**src/rtl/pipeline_pkg.sv**
```systemverilog
// pipeline_pkg: control-bundle layout and bubble constant shared by the ID/EX stage
package pipeline_pkg;
    localparam int CTRL_W        = 9;
    localparam int CTRL_REGWRITE = 8;
    localparam int CTRL_MEMREAD  = 7;
    localparam int CTRL_MEMWRITE = 6;
    localparam int CTRL_MEMTOREG = 5;
    localparam int CTRL_ALUSRC   = 4;
    localparam int CTRL_REGDST   = 3;
    localparam int CTRL_ALUOP    = 0;
    localparam logic [CTRL_W-1:0] BUBBLE = '0;
endpackage

```
**src/rtl/hazard_detect.sv**
```systemverilog
// hazard_detect: combinational load-use detection and PC / IF-ID write enables
module hazard_detect (
    input  logic       i_ex_valid,
    input  logic       i_ex_memread,
    input  logic [4:0] i_ex_rt,
    input  logic [4:0] i_id_rs,
    input  logic [4:0] i_id_rt,
    input  logic       i_id_uses_rt,
    input  logic       i_id_valid,
    input  logic       i_flush,
    input  logic       i_hold,
    output logic       o_stall,
    output logic       o_pc_write,
    output logic       o_if_id_write
);
    logic w_lu;

    // a load into $0 never produces a value worth waiting for
    assign w_lu = i_ex_valid & i_ex_memread & (i_ex_rt != 5'd0) & i_id_valid &
                  ((i_ex_rt == i_id_rs) | (i_id_uses_rt & (i_ex_rt == i_id_rt)));
    // a flush discards the ID consumer, so there is nothing to stall for
    assign o_stall       = w_lu & ~i_flush & ~i_hold;
    assign o_pc_write    = ~o_stall & ~i_hold;
    assign o_if_id_write = ~o_stall & ~i_hold;
endmodule

```
**src/rtl/id_ex_stage.sv**
```systemverilog
// id_ex_stage: ID/EX pipeline register with load-use bubbles, flush bubbles and perf counters
module id_ex_stage
    import pipeline_pkg::*;
#(
    parameter int DATA_W = 32,
    parameter int CNT_W  = 16
) (
    input  logic              clk,
    input  logic              reset,
    input  logic              hold,
    input  logic              flush,
    input  logic [4:0]        IF_ID_Rs,
    input  logic [4:0]        IF_ID_Rt,
    input  logic [4:0]        IF_ID_Rd,
    input  logic              IF_ID_UsesRt,
    input  logic              IF_ID_Valid,
    input  logic [CTRL_W-1:0] ID_Ctrl,
    input  logic [DATA_W-1:0] ID_Data1,
    input  logic [DATA_W-1:0] ID_Data2,
    input  logic [DATA_W-1:0] ID_Imm,
    input  logic [DATA_W-1:0] ID_PC4,
    output logic [4:0]        ID_EX_Rs,
    output logic [4:0]        ID_EX_Rt,
    output logic [4:0]        ID_EX_Rd,
    output logic [CTRL_W-1:0] ID_EX_Ctrl,
    output logic [DATA_W-1:0] ID_EX_Data1,
    output logic [DATA_W-1:0] ID_EX_Data2,
    output logic [DATA_W-1:0] ID_EX_Imm,
    output logic [DATA_W-1:0] ID_EX_PC4,
    output logic              ID_EX_Valid,
    output logic              PCWrite,
    output logic              IF_ID_Write,
    output logic [CNT_W-1:0]  stall_cnt,
    output logic [CNT_W-1:0]  flush_cnt
);
    logic              w_stall;
    logic              w_bubble;
    logic [4:0]        r_rs, r_rt, r_rd;
    logic [CTRL_W-1:0] r_ctrl;
    logic [DATA_W-1:0] r_data1, r_data2, r_imm, r_pc4;
    logic              r_valid;
    logic [CNT_W-1:0]  r_stall_cnt, r_flush_cnt;

    hazard_detect u_hazard (
        .i_ex_valid    (r_valid),
        .i_ex_memread  (r_ctrl[CTRL_MEMREAD]),
        .i_ex_rt       (r_rt),
        .i_id_rs       (IF_ID_Rs),
        .i_id_rt       (IF_ID_Rt),
        .i_id_uses_rt  (IF_ID_UsesRt),
        .i_id_valid    (IF_ID_Valid),
        .i_flush       (flush),
        .i_hold        (hold),
        .o_stall       (w_stall),
        .o_pc_write    (PCWrite),
        .o_if_id_write (IF_ID_Write)
    );

    // zeroed register numbers keep the forwarding unit from matching a bubble
    assign w_bubble = flush | w_stall;

    // pipeline register: hold freezes everything, flush/stall insert a bubble, else load from ID
    always_ff @(posedge clk or negedge reset) begin
        if (!reset) begin
            r_rs        <= '0;
            r_rt        <= '0;
            r_rd        <= '0;
            r_ctrl      <= BUBBLE;
            r_data1     <= '0;
            r_data2     <= '0;
            r_imm       <= '0;
            r_pc4       <= '0;
            r_valid     <= 1'b0;
            r_stall_cnt <= '0;
            r_flush_cnt <= '0;
        end else if (!hold) begin
            r_rs        <= w_bubble ? 5'd0 : IF_ID_Rs;
            r_rt        <= w_bubble ? 5'd0 : IF_ID_Rt;
            r_rd        <= w_bubble ? 5'd0 : IF_ID_Rd;
            r_ctrl      <= (w_bubble | ~IF_ID_Valid) ? BUBBLE : ID_Ctrl;
            r_valid     <= ~w_bubble & IF_ID_Valid;
            r_data1     <= ID_Data1;
            r_data2     <= ID_Data2;
            r_imm       <= ID_Imm;
            r_pc4       <= ID_PC4;
            if (w_stall && r_stall_cnt != '1)
                r_stall_cnt <= r_stall_cnt + 1'b1;
            if (flush && r_flush_cnt != '1)
                r_flush_cnt <= r_flush_cnt + 1'b1;
        end
    end

    assign ID_EX_Rs    = r_rs;
    assign ID_EX_Rt    = r_rt;
    assign ID_EX_Rd    = r_rd;
    assign ID_EX_Ctrl  = r_ctrl;
    assign ID_EX_Data1 = r_data1;
    assign ID_EX_Data2 = r_data2;
    assign ID_EX_Imm   = r_imm;
    assign ID_EX_PC4   = r_pc4;
    assign ID_EX_Valid = r_valid;
    assign stall_cnt   = r_stall_cnt;
    assign flush_cnt   = r_flush_cnt;
endmodule

```
**config.mk**
```make
export PLATFORM = sky130hd
export DESIGN_NAME = id_ex_stage
export DESIGN_NICKNAME = d
export VERILOG_FILES = /design/src/rtl/pipeline_pkg.sv /design/src/rtl/hazard_detect.sv /design/src/rtl/id_ex_stage.sv
export SDC_FILE = /design/constraint.sdc
export NUM_CORES = 1
export LEC_CHECK = 0
export ABC_AREA = 0
export CAP_MARGIN = 20
export CORE_AREA = 2 2 135 137
export CTS_CLUSTER_SIZE = 10
export DETAILED_ROUTE_END_ITERATION = 16
export DIE_AREA = 0 0 137 139
export PLACE_DENSITY = 0.82
export SYNTH_ARGS = -nofsm -noshare
export SYNTH_HDL_FRONTEND = slang
export SYNTH_HIERARCHICAL = 1
export SYNTH_SLANG_ARGS = --single-unit
```
**constraint.sdc**
```tcl
create_clock -name clk -period 5.65 [get_ports clk]
set_input_delay 0.8475 -clock clk [delete_from_list [all_inputs] [get_ports clk]]
set_output_delay 0.8475 -clock clk [all_outputs]
set_load 0.01 [all_outputs]
```
Word level (Yosys, flattened, before mapping)
Index checks and enable logic that the tools add are counted.
{ "totals": {"register_bits": 185, "input_bits": 158, "output_inout_bits": 187, "elab_cells": 43} }
{ "op_classes": {"n_addsub": 2, "eq_ne": 4, "mux": 4, "bitwise_logic": 17, "reduce_logical": 5} }
{ "op_table": {"columns": ["cell", "count"], "rows": [
  ["adder 16 x 1 -> 16 bit, second input constant", 2],
  ["inequality test 16 bit, second input constant", 2],
  ["2-to-1 mux 5 bit", 3],
  ["== test 5 bit", 2],
  ["AND 1 bit", 9],
  ["2-to-1 mux 9 bit", 1],
  ["NOT 1 bit", 5],
  ["nonzero test 5 bit", 1],
  ["AND reduction 2 bit", 2],
  ["OR 1 bit", 3],
  ["logical AND 1 bit", 2]
]} }

Longest topological paths before layout
Gate-level depths: netlist of run 1.
{ "depth": {"ltp_word": 9, "depth_mapped": 8, "depth_no_buf": 8} }

Modules after synthesis
Netlist of run 1, hierarchy kept.
{ "by_module_without_submodules": {"columns": ["module", "n_inst", "cells_per_inst", "area_each_um2", "seq_area_each_um2"], "rows": [
  ["id_ex_stage", 1, 474, 7219.4, 4629.4],
  ["hazard_detect", 1, 21, 163.9, 0.0]
]} }

Worst setup path before layout of run 1
No wires, ideal clock.
{ "synth_path": {"path_kind": "input-to-reg", "from": "in IF_ID_Rt[3]", "to": "reg r_stall_cnt[13], in the netlist stall_cnt[13]", "setup_time_ns": 0.126, "t_arrival_ns": 2.686, "required_ns": 5.524, "setup_slack_ns": 2.838, "stages": 8, "path_buffers": 0, "cell_sequence": "xor2_1 nor4_2 a32oi_1 nor4_1 nand2b_2 nor4_4 o2111ai_1 xnor2_1"} }
{ "synth_via": {"elab_chain_len": 8} }
{ "synth_rtl": {"columns": ["item", "line", "rtl"], "rows": [
  ["start: declaration", "id_ex_stage.sv:13", "input logic [4:0] IF_ID_Rt,"],
  ["== test 5 bit", "hazard_detect.sv:20", "((i_ex_rt == i_id_rs) | (i_id_uses_rt & (i_ex_rt == i_id_rt)));"],
  ["AND 1 bit", "hazard_detect.sv:20", null],
  ["OR 1 bit", "hazard_detect.sv:20", null],
  ["AND 1 bit", "hazard_detect.sv:19", "assign w_lu = i_ex_valid & i_ex_memread & (i_ex_rt != 5'd0) & i_id_valid &"],
  ["AND 1 bit (2 in series)", "hazard_detect.sv:22", "assign o_stall = w_lu & ~i_flush & ~i_hold;"],
  ["net w_stall", "id_ex_stage.sv:36", "logic w_stall;"],
  ["logical AND 1 bit", "id_ex_stage.sv:86", "if (w_stall && r_stall_cnt != '1)"],
  ["AND reduction 2 bit (no line)", null, null],
  ["end signal: assignment", "id_ex_stage.sv:87", "r_stall_cnt <= r_stall_cnt + 1'b1;"],
  ["end: declaration", "id_ex_stage.sv:42", "logic [CNT_W-1:0] r_stall_cnt, r_flush_cnt;"]
]} }
The timed path passes the listed nets, and every way through them passes these cells.
A chain may end at the register's enable or synchronous reset.

Worst setup path in the final report of run 1
{ "layout_path": {"from": "in IF_ID_Rt[4]", "to": "out IF_ID_Write"} }
{ "layout_via": {"elab_chain_len": 8} }
{ "layout_rtl": {"columns": ["item", "line", "rtl"], "rows": [
  ["== test 5 bit", "hazard_detect.sv:20", null],
  ["AND 1 bit", "hazard_detect.sv:20", null],
  ["OR 1 bit", "hazard_detect.sv:20", null],
  ["AND 1 bit", "hazard_detect.sv:19", null],
  ["AND 1 bit (2 in series)", "hazard_detect.sv:22", null],
  ["NOT 1 bit", "hazard_detect.sv:24", "assign o_if_id_write = ~o_stall & ~i_hold;"],
  ["AND 1 bit", "hazard_detect.sv:24", null],
  ["end: declaration", "id_ex_stage.sv:32", "output logic IF_ID_Write,"]
]} }
Every way passes these cells.

==> impl_metrics.ini, run 1 <==
[grt]
grt_first_pass_wirelength_um = 30600
grt_antenna_before_repair = 0
grt_max_degree = 98
vias_in_the_first_global_route = 5710
grt_overflow_total = 0
globalRouteTotalUtil_pct = 20.9

[die]
design.core.area_sq_um = 17700
fp.dieArea_sq_um = 19000
placementRows = 49
die_y_um = 139
pin_count = 345
floorplan.die.width_um = 137
floorplan.initialDensity_pct = 41.8

[run_status]
status = complete, no violations

[route]
post_route_drc = 0
wirelength_um = 19800
dr.pass1.iters = 4
routed_via_density = 4.97
wl_per_cell_um = 18.3
drt_iter0_drc = 144
ant_nets = 0
dr_total_vias = 5379

[synthesis]
synth_area_per_cell_sq_um = 14.9
netlist-cell-type-count = 42
synth.ff_latch_count = 185
number_of_warnings_printed_during_yosys_synthesis = 6
biggest_area_contributors_in_the_synthesized_netlist = sky130_fd_sc_hd__dfrtp_1, sky130_fd_sc_hd__mux2_2, sky130_fd_sc_hd__a22o_1
synth_top_area_share_pct = 62.7
yosys-mux-area-fraction_pct = 19.8
combinational_family_with_the_most_area_after_synthesis = multiplexers
synth_compound_gate_area_share_pct = 4.59
post_synthesis_sequential_area_ratio_pct = 62.7
synth-main-ff-cell = sky130_fd_sc_hd__dfrtp_1
syn-cell-area_sq_um = 7380
xor_and_xnor_area_share_after_synthesis_pct = 4.39
mappedNetlistNets = 655
synthesis.instances = 495
adder_and_majority_gate_portion_of_the_synthesized_area_pct = 0.339
async_flop_share_pct = 100
synthDominantAreaCellType = sky130_fd_sc_hd__dfrtp_1
post_synthesis_simple_gate_area_fraction_pct = 6.41
post_synth_edffs = 0

[critical_path]
critical_path_sink_type = output pin
worst-endpoint-arrival_ns = 2.85
cp-start-kind = input port
worst-setup-path-type = input port to output pin
timing.critical_path.max_delay_family = buffers and inverters
path_common_cell = sky130_fd_sc_hd__clkdlybuf4s50_1
critPathSlowestCell = sky130_fd_sc_hd__clkdlybuf4s50_1
worstPathCellList = clkdlybuf4s50_1 -> xor2_1 -> nor4_2 -> a32oi_1 -> o31a_1 -> clkdlybuf4s50_1
critPathBufInv = 2
cp.required_ns = 4.80
critical_path.max_stage_delay_ns = 0.56
worst-path-max-fanout = 2

[clock_network]
numCtsBuffers = 17
cts.sinks = 185
cts_hold_buffers = 0
cts_resized = 0
cts.path.max_buffers = 2
cts_tree = built
cts.reportedPaths.clkPinSlew_ns = 0.06
cts_htree_levels = 4
clock_insertion_delay_worst_skew_ns = 0.42
post_cts_setup_buffer_count = 0
clock-root-buffer = sky130_fd_sc_hd__clkbuf_16

[power_and_ir_drop]
ratio_of_total_power_to_cell_area_nw_per_um2 = 293
finalPower_mw = 3.41
power.static_leakage_nw = 4.87
power.ir.vdd_worst_v = 0.000202

[placed_design]
numPlacedInstances = 1050
total_half_perimeter_wirelength_after_legalization_and_detailed_placement_um = 14600
routabilityCongestion = 0.849
portBuffers = 344

[layout]
most_used_cells_in_the_layout_excluding_fill_and_tap_cells = sky130_fd_sc_hd__clkdlybuf4s50_1, sky130_fd_sc_hd__dfrtp_1, sky130_fd_sc_hd__mux2_2, sky130_fd_sc_hd__xor2_1, sky130_fd_sc_hd__a22o_1
finalNetCount = 1000
antenna_cells_inserted = 0
flow.area_growth_from_synthesis_pct = 57.4
layout.cells.most_common = sky130_fd_sc_hd__clkdlybuf4s50_1
layoutNonFillerInstCount = 1082
finish.utilization_pct = 65.8
layout-drive-gt1-share_pct = 20.4

[sta]
finalSetupViolCount = 0
max_slew.worst_pin.slew_ns = 0.913
tns_setup_ns = 0
final.min_clock_period_ns = 3.69
final_min_period_over_clock_period_pct = 65.4
final.setup_skew_ns = 0.00751
rsz0062_at_grt = false
slew-limit-headroom_pct = 39.1
timing_limited_maximum_frequency_mhz = 271
finalMaxSlewViolations = 0
final_hold_violations = 0

[flow_run]
cap_violations = 0

[worst_hold_path]
hp_class = register to register
-- worst register-to-register path: cells and delay by family (launching register included) --
family	cells	cell delay, ns
flip-flops	1	0.48
XOR/XNOR	2	0.37
AO/OA/AOI/OAI	2	0.43
AND/OR/NAND/NOR	4	1.40
-- final timing paths --
kind                               startpoint             to  slack, ns  cells past startpoint
worst max-delay path              IF_ID_Rt[4]    IF_ID_Write       1.96                      6
worst min-delay path            stall_cnt[14]  stall_cnt[14]       0.49                      1
worst max register to register    ID_EX_Rt[4]  stall_cnt[13]       2.86                      8
worst min register to register  stall_cnt[14]  stall_cnt[14]       0.49                      1
max in group asynchronous               reset   stall_cnt[1]       3.88                      2
min in group asynchronous               reset   ID_EX_Imm[7]       0.51                      1
-- flip-flops by register name, indices dropped and copies added, names as in the netlist --
| register | flops |
|---|---|
| ID_EX_Rs | 5 |
| ID_EX_Valid | 1 |
| stall_cnt | 16 |
| ID_EX_Data1 | 32 |
| flush_cnt | 16 |
| ID_EX_Rt | 5 |
| ID_EX_Rd | 5 |
| ID_EX_Ctrl | 9 |
| ID_EX_PC4 | 32 |
| ID_EX_Imm | 32 |
| ID_EX_Data2 | 32 |
-- cell families (layout without fill, tap and decap cells) --
family / count (synthesis) / count (layout)
xor+xnor: 37 / 37
flops: 185 / 185
buf+inv: 26 / 384
compound gates: 42 / 42
simple gates: 73 / 73
mux: 130 / 130
fa+ha+maj: 2 / 2
-- routing by layer --
metal	global-route usage [%]	part of all wire, %
met2	35.4	50
met4	9.17	3.1
met1	23.8	38
met3	7.24	9.2
met5	0	0
-- stage by stage --
step | area (sq um) | setup slack [ns] | hold WS, ns
5_1_grt | 11600 | 1.88 | 0.506
6_report | 11600 | 1.96 | 0.489
2_1_floorplan | 7380 | 2.84 | 0.519
3_5_place_dp | 11000 | 1.95 | 0.484
4_1_cts | 11600 | 1.95 | 0.492
3_3_place_gp | 11000 | 1.95 | 0.474
-- synthesized netlist by cell type, types with 2 or more instances --
master and instances:
sky130_fd_sc_hd__buf_2 16, sky130_fd_sc_hd__nor2_1 7, sky130_fd_sc_hd__nand3_1 6, sky130_fd_sc_hd__nand4_1 7
sky130_fd_sc_hd__o2111ai_1 2, sky130_fd_sc_hd__xnor2_1 13, sky130_fd_sc_hd__a31oi_1 6, sky130_fd_sc_hd__buf_1 2
sky130_fd_sc_hd__inv_1 4, sky130_fd_sc_hd__nand4b_1 3, sky130_fd_sc_hd__and2_1 5, sky130_fd_sc_hd__and4_1 3
sky130_fd_sc_hd__ha_1 2, sky130_fd_sc_hd__dfrtp_1 185, sky130_fd_sc_hd__nor4_1 3, sky130_fd_sc_hd__nor4_4 2
sky130_fd_sc_hd__nand2_1 12, sky130_fd_sc_hd__nor3_1 9, sky130_fd_sc_hd__mux2_2 129, sky130_fd_sc_hd__nor3_2 2
sky130_fd_sc_hd__o21ai_0 2, sky130_fd_sc_hd__o211ai_1 3, sky130_fd_sc_hd__a22o_1 24, sky130_fd_sc_hd__xor2_1 24
sky130_fd_sc_hd__clkbuf_1 2, sky130_fd_sc_hd__nor4_2 2, sky130_fd_sc_hd__and3_1 5
-- report_power, final --
part | switching [mW] | internal (mW)
registers | 0.0919 | 1.45
logic | 0.253 | 0.423
clock network | 0.494 | 0.691
total | 0.839 | 2.57
-- final cells by class --
type	instances	area, sq um
clock buffer	23	478
clock inverter	9	114
fill	1342	6030
inverter	4	15.0
multi-input combinational	284	2630
sequential	185	4630
tap	229	287
timing repair buffer	348	3480
(Power assumes the default switching activity.)
==> inputs of run 2 (changes only) <==
- CORE_AREA: 2 2 135 137 -> unset
- CORE_MARGIN: unset -> 1
- CORE_UTILIZATION: unset -> 41
- DIE_AREA: 0 0 137 139 -> unset
- PLACE_DENSITY: 0.82 -> 0.8
- clock period: 5.65 -> 3.5 ns (I/O delays scaled with it)
==> impl_metrics.ini, run 2 (same netlist as run 1, synthesis figures left out) <==
[flow_run]
cap_violations = 0

[route]
post_route_drc = 0
wirelength_um = 20100
dr_total_vias = 5389
routed_via_density = 4.99
drt_iter0_drc = 173
ant_nets = 0
dr.pass1.iters = 4
wl_per_cell_um = 18.6

[sta]
max_slew.worst_pin.slew_ns = 0.863
finalSetupViolCount = 0
final_min_period_over_clock_period_pct = 82.6
final.min_clock_period_ns = 2.89
timing_limited_maximum_frequency_mhz = 346
rsz0062_at_grt = false
final_hold_violations = 0
minimum_setup_slack_in_the_final_design_ns = 0.611
final.setup_skew_ns = 0.00981
slew-limit-headroom_pct = 42.5
finalMaxSlewViolations = 0
tns_setup_ns = 0

[clock_network]
clock-root-buffer = sky130_fd_sc_hd__clkbuf_16
cts.reportedPaths.clkPinSlew_ns = 0.07
cts_resized = 0
cts_tree = built
clock_insertion_delay_worst_skew_ns = 0.43
cts.path.max_buffers = 2
cts.sinks = 185
cts_htree_levels = 4
post_cts_setup_buffer_count = 0
cts_hold_buffers = 0
numCtsBuffers = 17

[layout]
layout.cells.most_common = sky130_fd_sc_hd__clkdlybuf4s50_1
flow.area_growth_from_synthesis_pct = 57.9
layout-drive-gt1-share_pct = 20.6
most_used_cells_in_the_layout_excluding_fill_and_tap_cells = sky130_fd_sc_hd__clkdlybuf4s50_1, sky130_fd_sc_hd__dfrtp_1, sky130_fd_sc_hd__mux2_2, sky130_fd_sc_hd__xor2_1, sky130_fd_sc_hd__a22o_1
finalNetCount = 1001

[die]
fp.dieArea_sq_um = 18500
die_y_um = 136
design.core.area_sq_um = 17400
placementRows = 48
pin_count = 345
floorplan.die.width_um = 136
floorplan.initialDensity_pct = 42.4

[grt]
vias_in_the_first_global_route = 5726
grt_antenna_before_repair = 1
globalRouteTotalUtil_pct = 22.0
grt_first_pass_wirelength_um = 30300
grt_max_degree = 141
grt_overflow_total = 0

[power_and_ir_drop]
ratio_of_total_power_to_cell_area_nw_per_um2 = 476
power.ir.vdd_worst_v = 0.000302
power.static_leakage_nw = 4.89

[placed_design]
routabilityCongestion = 0.843
portBuffers = 344
total_half_perimeter_wirelength_after_legalization_and_detailed_placement_um = 15000
post-place-ws_ns = 0.511

[critical_path]
reg2reg_depth = 9
r2r-end = stall_cnt[13]
worst-setup-path-type = input port to output pin
cp.required_ns = 2.97
worst-path-max-fanout = 2
critical_path_sink_type = output pin
cp-start-kind = input port
worst-endpoint-arrival_ns = 2.36
regToRegStartpoint = ID_EX_Rt[3]
r2r_slack_ns = 1.04

[worst_hold_path]
hp_class = input port to async pin

[run_status]
status = complete, no violations
[run 2: changes by cell type in the layout (fill, tap and decap cells not counted), sizes merged]
cell / before / now
buf: 6 / 7
bufinv: 2 / 3
clkbuf: 23 / 18
clkinv: 2 / 3
diode: 0 / 1
inv: 6 / 8
[run 2: final cells by class]
cell class	instances	area, sq um
fill	1235	5760
sequential	185	4630
timing repair buffer	349	3510
multi-input combinational	284	2630
clock buffer	18	429
tap	225	282
clock inverter	13	169
inverter	4	15.0
antenna	1	2.50
[run 2: worst max-delay path, cell delays in order]
cell and delay, ns:
sky130_fd_sc_hd__clkdlybuf4s50_1 0.44, sky130_fd_sc_hd__xor2_1 0.16, sky130_fd_sc_hd__nor4_2 0.27, sky130_fd_sc_hd__a32oi_1 0.18, sky130_fd_sc_hd__o31a_1 0.29, sky130_fd_sc_hd__clkdlybuf4s50_1 0.48
[run 2: routing by layer]
metal,up-vias,global-route usage (%),part of all wire (%)
met5,-,0,0
met1,2601,23.6,36
met4,0,11.6,3.7
met2,261,38.2,51
li1,2481,-,-
met3,46,7.27,9.3
[run 2: report_power, final]
part           internal, mW  switching (mW)
Sequential             2.34           0.156
Clock                  1.13           0.830
Combinational         0.687           0.399
[run 2: worst max path at each step]
stage / from / end
after global routing: IF_ID_Rt[3] / IF_ID_Write
after global placement: IF_ID_Rt[3] / stall_cnt[13]
final: IF_ID_Rt[3] / PCWrite
after CTS: ID_EX_Rt[3] / PCWrite
after detailed placement: IF_ID_Rt[3] / stall_cnt[13]
after floorplan: IF_ID_Rt[3] / stall_cnt[13]
[run 2: metrics by stage]
stage | instance area (sq um) | util [%] | hold WS [ns] | total power, mW | cells
final | 11700 | 66.9 | 0.181 | 5.55 | 1079
after detailed placement | 11100 | 63.5 | 0.491 | 3.63 | 1047
after floorplan | 7380 | - | 0.229 | 2.89 | 495
after global placement | 11100 | 63.5 | 0.478 | 3.60 | 1047
after global routing | 11700 | 66.9 | 0.258 | 5.78 | 1079
after CTS | 11700 | 66.9 | 0.217 | 5.62 | 1078
==> patch 1, RTL diff (flow settings as in run 2) <==
`CTRL_W`: 9 -> 18.
--- a/src/rtl/pipeline_pkg.sv
+++ b/src/rtl/pipeline_pkg.sv
@@ -1,6 +1,6 @@
 // pipeline_pkg: control-bundle layout and bubble constant shared by the ID/EX stage
 package pipeline_pkg;
-    localparam int CTRL_W        = 9;
+    localparam int CTRL_W        = 18;
     localparam int CTRL_REGWRITE = 8;
     localparam int CTRL_MEMREAD  = 7;
     localparam int CTRL_MEMWRITE = 6;
Interface: changed (resized ID_Ctrl and ID_EX_Ctrl); port bits go from 345 to 363. No check against the original RTL was run, so the function may have changed too.
==> patch 1 against run 2 <==
  * The flow now finishes with violations (design-rule violations)
  * Sequential cell count increased by 9
  * Via count increased by 3.9%
  * Worst setup slack got worse by 0.0052 ns
  * Count of clock-buffer cells in the layout rose by 2
  * Total power rose by 0.90%
  * Sequential power rose by 4%
  * Area after synthesis up 4.5%
  * Final area grew 4.4%
  * Utilization decreased by 0.095 points
  * Routed wire length is 3.1% higher
  * Critical path type unchanged
  * Largest power group unchanged
  * Highest routed layer unchanged
==> patch 1: results (changes against run 2) <==
| Metric | Value |
|---|---|
| R2R setup slack | `1.01 ns (-0.03 ns)` |
| Vias in the first global route | `6062 (+5.9%)` |
| Ant. Diodes | `0 (-1)` |
| Synth top area cells | `dfrtp_1 63%, mux2_2 19%, a22o_1 3.7%, xor2_1 3.1%, xnor2_1 1.2%` |
| Post-Synthesis Cells | `511 (+3.2%)` |
| Post-synth ARST share | `100% (unchanged)` |
| Non-filler instance count after layout | `1118 (+3.6%)` |
| Avg WL per Cell | `18.5 um (-0.47%)` |
| Leakage Power | `5.16 nW (+5.6%)` |
| Worst hold slack | `0.0408 ns (-0.140 ns)` |
| Failing checks | `design-rule violations` |
| # port buffers | `362 (+5.2%)` |
| Via density | `5.01 (+0.29%)` |
| Iteration-0 DRC Markers | `249 (+44%)` |
| Status | `finished, violations left` |
| DP Worst Slack | `0.539 ns (+0.0276 ns)` |
| Number of library cell types mapped by synthesis | `45 (+7.1%)` |
| GP Congestion | `0.839 (-0.56%)` |
| First-pass GRT wire length | `33.4 mm (+10%)` |
| GR Util All Layers | `22.3% (+0.31 points)` |
| Fillers | `1338 (+8.3%)` |
| Detail Placement HPWL | `15.2 mm (+1.3%)` |
| Pin count of the biggest net entering global routing | `77 (-45%)` |
| Syn-to-layout area delta | `57.7%` |
| Drt drc | `15 (+15)` |
| Final #Nets | `1045 (+4.4%)` |
| Worst Skew | `0.0112 ns (+0.00143 ns)` |
| Maximum vdd drop | `0.367 mV (+21%)` |
| Post-synthesis sequential area ratio | `62.9% (+0.20 points)` |
| Clk slew on worst S/H paths | `0.07 ns (about the same)` |
| Worst hold path type | `in -> async` |
| Drt first pass iters | `11 (+7)` |
| Placement-stage cell area | `11600 sq um (+4.8%)` |
| H-tree depth | `4 (unchanged)` |
| Worst r2r dst | `stall_cnt[15]` |
| Syn Nets | `680 (+3.8%)` |
| Synthesis warning total | `6 (unchanged)` |
| Share of cells above drive strength 1 | `20.8% (+0.18 points)` |
| Num CTS Buffers | `17 (unchanged)` |
| Initial antenna violation count | `0 (-1)` |
| Slew headroom | `45.9% (+3.5 points)` |
| Synth top cells by count | `194 x dfrtp_1, 128 x mux2_2, 33 x a22o_1` |
patch 1: report_power, final:
part	leakage [nW]	internal, mW	switching (mW)	total [mW]
clock network	0.276	1.03	0.875	1.91
logic	2.50	0.696	0.403	1.10
registers	2.38	2.44	0.142	2.59
patch 1: layer usage:
| metal | global-route usage (%) | routed length [um] |
|---|---|---|
| met1 | 25.9 | 7990 |
| met2 | 38.7 | 10700 |
| met3 | 7.25 | 1620 |
| met4 | 7.60 | 435 |
| met5 | 0 | 0 |
patch 1: worst max path at each step:
stage | startpoint | to | slack [ns] | cells after the start
floorplan | IF_ID_Rt[3] | stall_cnt[15] | 1.06 | 8
global placement | IF_ID_Rt[3] | stall_cnt[15] | 0.58 | 10
detailed placement | IF_ID_Rt[3] | stall_cnt[15] | 0.54 | 10
CTS | IF_ID_Rt[3] | IF_ID_Write | 0.61 | 6
global route | IF_ID_Rt[3] | PCWrite | 0.52 | 6
finish | IF_ID_Rt[3] | PCWrite | 0.61 | 6
patch 1: logic make-up after synthesis:
logic type	after synthesis	synth area share (%)
xor gates and xnor gates	38	4.31
buffers and inverters	24	1.49
adders and majority gates	2	0.324
DFF	194	62.9
and+or+nand+nor	82	7.47
AOI/OAI and AO/OA	41	4.43
muxes	130	19.1
patch 1: cell type report:
class	count	area share (%)
clock buffers	20	3.75
flip-flops and latches	194	39.9
inverters	2	0.0617
repair buffers	368	30.4
clock inverters	12	0.997
well taps	229	2.35
multi-input cells	293	22.6
==> patch 2, RTL diff (settings of run 2) <==
Without the edit above. Put one more register stage on the output `flush_cnt`, with the module's reset. The value now appears one clock later. The other outputs are not delayed to match.
--- a/src/rtl/id_ex_stage.sv
+++ b/src/rtl/id_ex_stage.sv
@@ -100,6 +100,12 @@
     assign ID_EX_PC4   = r_pc4;
     assign ID_EX_Valid = r_valid;
     assign stall_cnt   = r_stall_cnt;
-    assign flush_cnt   = r_flush_cnt;
+    always_ff @(posedge clk or negedge reset) begin
+        if (!reset) begin
+            flush_cnt <= '0;
+        end else begin
+            flush_cnt <= r_flush_cnt;
+        end
+    end
 endmodule
 
Behaviour: not the same (a bounded check fails within 4 cycles, from zero or initial values and one cycle with reset low).
==> patch 2 against run 2 <==
  * Final area grew 4.9%
  * Total power grew 7.7%
  * Area after synthesis grew 6.6%
  * Final cell count grew 2.6%
  * Clock skew grew 0.0041 ns
  * Global-route usage shrank 2.5 points
  * Worst setup slack gained 0.011 ns
  * Routed wire length shrank 4.1%
  * Sequential cell count grew 16
  * Largest cell class unchanged
  * Largest power group unchanged
  * Highest routed layer unchanged
==> patch 2: results (changes against run 2) <==
| Metric | Value |
|---|---|
| Worst Skew | `0.0139 ns (+0.00410 ns)` |
| Avg WL per Cell | `17.4 um (-6.5%)` |
| Met3 Use GR | `4.27% (-3.0 points)` |
| Synth Area per Inst | `15.3 sq um (+2.5%)` |
| Synth top cells by count | `201 x dfrtp_1, 129 x mux2_2, 25 x xor2_1` |
| Initial antenna violation count | `0 (-1)` |
| Inverters | `1 (-3)` |
| Seq cells | `201 (+8.6%)` |
| Slew headroom | `32.0% (-10 points)` |
| PwrDens | `488 nW/um^2 (+2.6%)` |
| Synth top area cells | `dfrtp_1 64%, mux2_2 18%, xor2_1 2.8%, a22o_1 2.7%, buf_2 1.1%` |
| Post-synthesis sequential area ratio | `63.9% (+1.2 points)` |
| Metal2 WL | `9.93 mm (-2.7%)` |
| First-pass GRT wire length | `30.6 mm (+1.1%)` |
| Detail Placement HPWL | `13.8 mm (-8.0%)` |
| Pin count of the biggest net entering global routing | `88 (-38%)` |
| Clkbuf count | `30 (+12)` |
| Share of cells above drive strength 1 | `20.2% (-0.47 points)` |
| H-tree depth | `1 (-3)` |
| Vias in the first global route | `5778 (+0.91%)` |
| Maximum vdd drop | `0.302 mV (about the same)` |
| Largest delay share family, worst path | `simple AND/OR/NAND/NOR gates` |
| Met1 Track Usage GR | `23.8% (+0.23 points)` |
| Met3 wire length | `1.30 mm (-30%)` |
| Final core occ | `65.2% (-1.7 points)` |
| Number of library cell types mapped by synthesis | `50 (+19%)` |
| Final #Nets | `1028 (+2.7%)` |
| Status | `finished, final reports clean` |
| Leakage Power | `5.22 nW (+6.7%)` |
| CTS max path bufs | `3 (+1)` |
| P_clk | `2.19 mW (+12%)` |
-- patch 2: worst paths after layout --
kind | startpoint | to | slack [ns] | cells after the start
setup / recovery | ID_EX_Rt[3] | IF_ID_Write | 0.62 | 4
hold / removal | reset | ID_EX_Imm[4] | 0.08 | 1
setup reg to reg | ID_EX_Rt[3] | ID_EX_Ctrl[2] | 0.69 | 6
hold reg to reg | r_flush_cnt[10] | flush_cnt[10] | 0.43 | 0
max in group asynchronous | reset | ID_EX_Data1[27] | 2.60 | 2
min in group clk | hold | ID_EX_Valid | 0.32 | 2
-- patch 2: logic make-up (layout without fill, tap and decap cells) --
family | count (synthesis) | in the layout | share of synthesized area [%]
flip-flops | 201 | 201 | 63.9
multiplexers | 133 | 133 | 19.1
AND/OR/NAND/NOR | 81 | 81 | 7.12
AO/OA/AOI/OAI | 42 | 42 | 4.44
XOR/XNOR | 33 | 33 | 3.67
buffers and inverters | 23 | 381 | 1.46
adder cells (fa/ha/maj) | 2 | 2 | 0.318
